--- config.mk ---
export PLATFORM = sky130hd
export DESIGN_NAME = bus_arbiter
export DESIGN_NICKNAME = d
export VERILOG_FILES = /design/src/rtl/arb_pkg.sv /design/src/rtl/bus_arbiter_rr_pick.sv /design/src/rtl/mux4.sv /design/src/rtl/bus_arbiter.sv
export SDC_FILE = /design/constraint.sdc
export NUM_CORES = 1
export LEC_CHECK = 0
export BUFFER_PORTS_ARGS = -buffer_cell sky130_fd_sc_hd__buf_2
export CORE_MARGIN = 10
export CORE_UTILIZATION = 42
export CTS_CLUSTER_SIZE = 24
export DETAILED_ROUTE_END_ITERATION = 7
export PLACE_DENSITY = 0.95
export SLEW_MARGIN = 20
export SYNTH_ARGS = -nofsm -noshare
export SYNTH_HDL_FRONTEND = slang
export SYNTH_SLANG_ARGS = --single-unit
--- constraint.sdc ---
create_clock -name clk -period 4.1 [get_ports clk]
set_input_delay 0.615 -clock clk [delete_from_list [all_inputs] [get_ports clk]]
set_output_delay 0.615 -clock clk [all_outputs]
set_load 0.1 [all_outputs]
--- src/rtl/arb_pkg.sv ---
// ---------------------------------------------------------------------------
// arb_pkg
// Shared definitions for the bus_arbiter slice: requester count, the
// arbiter state encoding, the hold-counter width and a one-hot helper.
// No ports (package).
// ---------------------------------------------------------------------------
package arb_pkg;

    localparam int NREQ   = 4;
    localparam int HOLD_W = 8;

    typedef enum logic {
        IDLE  = 1'b0,
        OWNED = 1'b1
    } state_t;

    // Convert a requester index into its one-hot grant pattern.
    function automatic logic [NREQ-1:0] onehot(input logic [1:0] idx);
        logic [NREQ-1:0] v;
        v      = '0;
        v[idx] = 1'b1;
        return v;
    endfunction

endpackage

--- src/rtl/bus_arbiter_rr_pick.sv ---
// ---------------------------------------------------------------------------
// rr_pick
// Combinational round-robin search. Scans requesters starting one past
// the last owner and wrapping, so the last owner itself is visited last.
// Ports:
//   req   : request vector (NREQ bits)
//   last  : index of the most recent owner
//   found : high when any request bit is set
//   idx   : index of the first requester found in round-robin order
// ---------------------------------------------------------------------------
module rr_pick
    import arb_pkg::*;
(
    input  logic [NREQ-1:0] req,
    input  logic [1:0]      last,
    output logic            found,
    output logic [1:0]      idx
);

    // Walk offsets 1..NREQ from the last owner; the 2-bit sum wraps modulo 4,
    // and offset NREQ lands back on the last owner as the lowest rank.
    always_comb begin
        logic [1:0] cand;
        found = 1'b0;
        idx   = last;
        cand  = last;
        for (int k = 1; k <= NREQ; k++) begin
            cand = last + 2'(k);
            if (!found && req[cand]) begin
                found = 1'b1;
                idx   = cand;
            end
        end
    end

endmodule

--- src/rtl/mux4.sv ---
// ---------------------------------------------------------------------------
// mux4
// Library 4:1 multiplexer cell, parameterised on data width.
// Ports:
//   d0..d3 : data inputs, W bits each
//   s      : 2-bit select
//   y      : selected data word
// ---------------------------------------------------------------------------
module mux4 #(
    parameter int W = 16
) (
    input  logic [W-1:0] d0,
    input  logic [W-1:0] d1,
    input  logic [W-1:0] d2,
    input  logic [W-1:0] d3,
    input  logic [1:0]   s,
    output logic [W-1:0] y
);

    always_comb begin
        unique case (s)
            2'd0:    y = d0;
            2'd1:    y = d1;
            2'd2:    y = d2;
            default: y = d3;
        endcase
    end

endmodule

--- src/rtl/bus_arbiter.sv ---
// ---------------------------------------------------------------------------
// bus_arbiter
// Four-requester round-robin bus arbiter with registered one-hot grant and
// a shared data bus driven from the current owner's word.
// Optional feature: define BUS_ARBITER_TIMEOUT_EN to add a hold counter that
// forces a handover after MAX_HOLD consecutive grant cycles when another
// requester is waiting. Default build has no hold counter.
// Ports:
//   clk    : clock, all state on rising edge
//   reset  : asynchronous active-low reset
//   req    : per-requester level-sensitive request
//   in0..3 : requester data words (WIDTH bits)
//   grant  : registered one-hot grant, zero when idle
//   sel    : registered index of current owner
//   valid  : registered, high while a grant is active
//   dout   : owner's word when valid, otherwise zero
// ---------------------------------------------------------------------------
module bus_arbiter
    import arb_pkg::*;
#(
    parameter int WIDTH    = 16,
    parameter int MAX_HOLD = 16
) (
    input  logic             clk,
    input  logic             reset,
    input  logic [3:0]       req,
    input  logic [WIDTH-1:0] in0,
    input  logic [WIDTH-1:0] in1,
    input  logic [WIDTH-1:0] in2,
    input  logic [WIDTH-1:0] in3,
    output logic [3:0]       grant,
    output logic [1:0]       sel,
    output logic             valid,
    output logic [WIDTH-1:0] dout
);

    state_t     state_q, state_d;
    logic [1:0] last_q, last_d;
    logic [1:0] sel_d;
    logic [3:0] grant_d;
    logic       valid_d;
    logic       found;
    logic [1:0] pick;
    logic       timeout;
    logic [WIDTH-1:0] mux_y;

    rr_pick u_pick (
        .req   (req),
        .last  (last_q),
        .found (found),
        .idx   (pick)
    );

`ifdef BUS_ARBITER_TIMEOUT_EN
    localparam logic [HOLD_W-1:0] HOLD_LIMIT = HOLD_W'(MAX_HOLD);

    logic [HOLD_W-1:0] hold_q, hold_d;

    // hold_q counts completed owned cycles, so the edge that ends the
    // MAX_HOLD-th cycle sees MAX_HOLD-1; saturation keeps it at or above.
    assign timeout = valid && (hold_q >= HOLD_LIMIT - HOLD_W'(1))
                     && ((req & ~grant) != 4'b0000);

    // Clear on any grant change, otherwise count owned cycles up to the limit.
    always_comb begin
        hold_d = hold_q;
        if (grant_d != grant) begin
            hold_d = '0;
        end else if (state_q == OWNED && hold_q != HOLD_LIMIT) begin
            hold_d = hold_q + HOLD_W'(1);
        end
    end

    always_ff @(posedge clk or negedge reset) begin
        if (!reset) begin
            hold_q <= '0;
        end else begin
            hold_q <= hold_d;
        end
    end
`else
    assign timeout = 1'b0;
`endif

    // State and output registers; grant, sel and valid always load together.
    always_ff @(posedge clk or negedge reset) begin
        if (!reset) begin
            state_q <= IDLE;
            last_q  <= 2'd3;
            grant   <= 4'b0000;
            sel     <= 2'd0;
            valid   <= 1'b0;
        end else begin
            state_q <= state_d;
            last_q  <= last_d;
            grant   <= grant_d;
            sel     <= sel_d;
            valid   <= valid_d;
        end
    end

    // Next-state logic. A release (or forced timeout) searches from the
    // current owner + 1, which ranks the releasing requester lowest and
    // hands over at the same edge when anyone else is waiting.
    always_comb begin
        state_d = state_q;
        last_d  = last_q;
        grant_d = grant;
        sel_d   = sel;
        valid_d = valid;
        unique case (state_q)
            IDLE: begin
                if (found) begin
                    state_d = OWNED;
                    last_d  = pick;
                    grant_d = onehot(pick);
                    sel_d   = pick;
                    valid_d = 1'b1;
                end
            end
            OWNED: begin
                if (!req[sel] || timeout) begin
                    if (found) begin
                        last_d  = pick;
                        grant_d = onehot(pick);
                        sel_d   = pick;
                        valid_d = 1'b1;
                    end else begin
                        state_d = IDLE;
                        grant_d = 4'b0000;
                        sel_d   = 2'd0;
                        valid_d = 1'b0;
                    end
                end
            end
            default: begin
                state_d = IDLE;
            end
        endcase
    end

    mux4 #(.W(WIDTH)) u_mux (
        .d0 (in0),
        .d1 (in1),
        .d2 (in2),
        .d3 (in3),
        .s  (sel),
        .y  (mux_y)
    );

    assign dout = valid ? mux_y : '0;

endmodule
==> qor.yml <==
htree_levels: 1
grt_max_degree: 21
start_util_pct: 44.79
cts_hold_buffers: 0
worst_slew_pin_slew_ns: 0.9964
routabilityCongestion: 0.8199
fin_worst_skew_ns: 0.01531
coreArea_um2: 2500
clock_path_buffers: 2
fin_crit_ns: 3.012
wl_per_cell_um: 18.53
worstPathArrival_ns: 2.40
seqCellArea_um2: 252.7
viasPerCell: 5.553
slew_headroom_pct: 33.58
syn2layout_area_growth_pct: 43.80
grt_pass1_vias: 1260
synth_edf_count: 0
synth_top_area_cell: "mux4_2"
fmax_ghz: 0.3321
tns_ns: 0
slew_violations: 0
ys_types: 36
cts_tree: "built"
first_pass_iters: 4
die-area_um2: 5132
critPathMaxFanout: 20
required_ns: 3.48
root_buffer: "clkbuf_4"
grt_pass1_wl_mm: 6.196
finalWorstSetupSlack_ns: 1.089
cp_cell_sequence: "mux4_1, and2_1, buf_2"
syn_inst: 98
io_pins: 93
multi_input_area_um2: 815.8
avgSynthCellArea_um2: 11.43
grt_antenna_before_repair: 0
ys_seq_area_share_pct: 22.57
clk_latency_ns: 0.28
cp-start-kind: "register"
min_period_over_period_pct: 73.45
rows: 18
cp.buffers_inverters: 1
cp_slowest_cell: "dfrtp_1"
overflow: 0
holdWs_ns: 0.1776
layout-drive-gt1-share_pct: 61.50
num_vias: 1205
cts.sinks: 10
worst_setup_path_end_kind: "output pin"
die_y_um: 71.64
holdCritPathClass: "primary input to async pin"
ant_nets: 0
clkTransAtPathRegs_ns: 0.08
fin_nets: 258
num-fill-cells: 215
synth_top_area_share_pct: 22.12
first_iter_violations: 63
maxCapViolCount: 0
rsz0062_at_grt: "no"
grtUsageTotal_pct: 14.57
slowest_delay_ns: 1.01
critical_path.top_delay_family: "flip-flops"
antenna_cells: 0
place_ws_ns: 1.377
ys_ff_latch: 10
synth.most_common_cell: "and2_1"
route.detailed.drc: 0
cts_setup_buffers: 0
synth-async-reset-ratio_pct: 100.0
postLayoutCellArea_um2: 1610
hpwl_mm: 3.443
die_width_um: 71.64
yosys_warnings: 0
placed_cell_area_um2: 1574
synthTopCellsByCount: "and2_1 (17), mux4_2 (11), dfrtp_1 (8)"
synth-main-ff-cell: "dfrtp_1"
hold_viol: 0
netlist_area_um2: 1120
wl_mm: 4.021
critical_path_class: "register to output pin"
outcome: "completed"
setup-violations-final: 0
synth.area.top_cells: "mux4_2 (22%), dfrtp_1 (18%), mux4_1 (14%)"
ctsResizeCount: 0
cts_made_buffers: 3
io_buffers: 92
syn_nets: 168
sequential cells by signal (all words and copies together) (netlist names):
| signal | count |
|---|---|
| valid | 1 |
| grant | 4 |
| sel | 2 |
| last_q | 2 |
| state_q | 1 |
per-stage QoR:
| step | instances | utilization (%) |
|---|---|---|
| after CTS | 217 | 64.41 |
| after global placement | 213 | 62.96 |
| after floorplan | 98 | - |
| final | 217 | 64.41 |
| after global routing | 217 | 64.41 |
| after detailed placement | 213 | 62.96 |
cells in the final DEF, fill, tap and decap left out, drive strengths merged, types with 2 or more instances in the layout:
cell type,n
nand3,2
dfrtp,8
and2,18
nor2,6
clkbuf,4
nand2,6
dfstp,2
inv,2
nor2b,4
buf,92
o221ai,5
mux4,17
o31ai,2
o21ai,5
metal layers:
layer  vias to the layer above  global-route usage [%]  wire [µm]
met5                         -                       0          0
met4                         0                   3.226         50
met3                         8                   5.372        366
met2                        52                   28.04       2182
met1                       573                   14.30       1422
li1                        572                       -          -
cells by family (layout without fill, tap and decap cells):
logic type	after synthesis	count (layout)	share of synthesized area [%]
flip-flops	10	10	22.57
AO/OA/AOI/OAI	20	20	13.52
multiplexers	19	19	38.10
buffers and inverters	9	98	4.579
AND/OR/NAND/NOR	40	40	21.23
path summary, 6_finish.rpt:
check / startpoint / to / slack [ns] / cells past startpoint
setup reg to reg: sel[0] / last_q[1] / 1.77 / 4
max in group asynchronous: reset / last_q[0] / 3.67 / 1
min in group clk: last_q[0] / last_q[0] / 0.52 / 2
hold reg to reg: last_q[0] / last_q[0] / 0.52 / 2
setup / recovery: sel[0] / dout[3] / 1.09 / 3
hold / removal: reset / grant[2] / 0.18 / 1
cell type report:
cell class              count  share of cell area, %
repair buffers             92                  28.59
flip-flops and latches     10                  15.70
inverters                   2                 0.4662
multi-input cells          79                  50.66
well taps                  30                  2.331
clock buffers               4                  2.253
worst register-to-register path, delay by kind of cell, from the launching register on:
family	cells	cell delay [ns]
mux	2	0.96
flops	1	1.01
simple gates	2	0.30
Power is not shown: default switching activity piles up to over one toggle a cycle in this logic, so the estimate is an artifact.
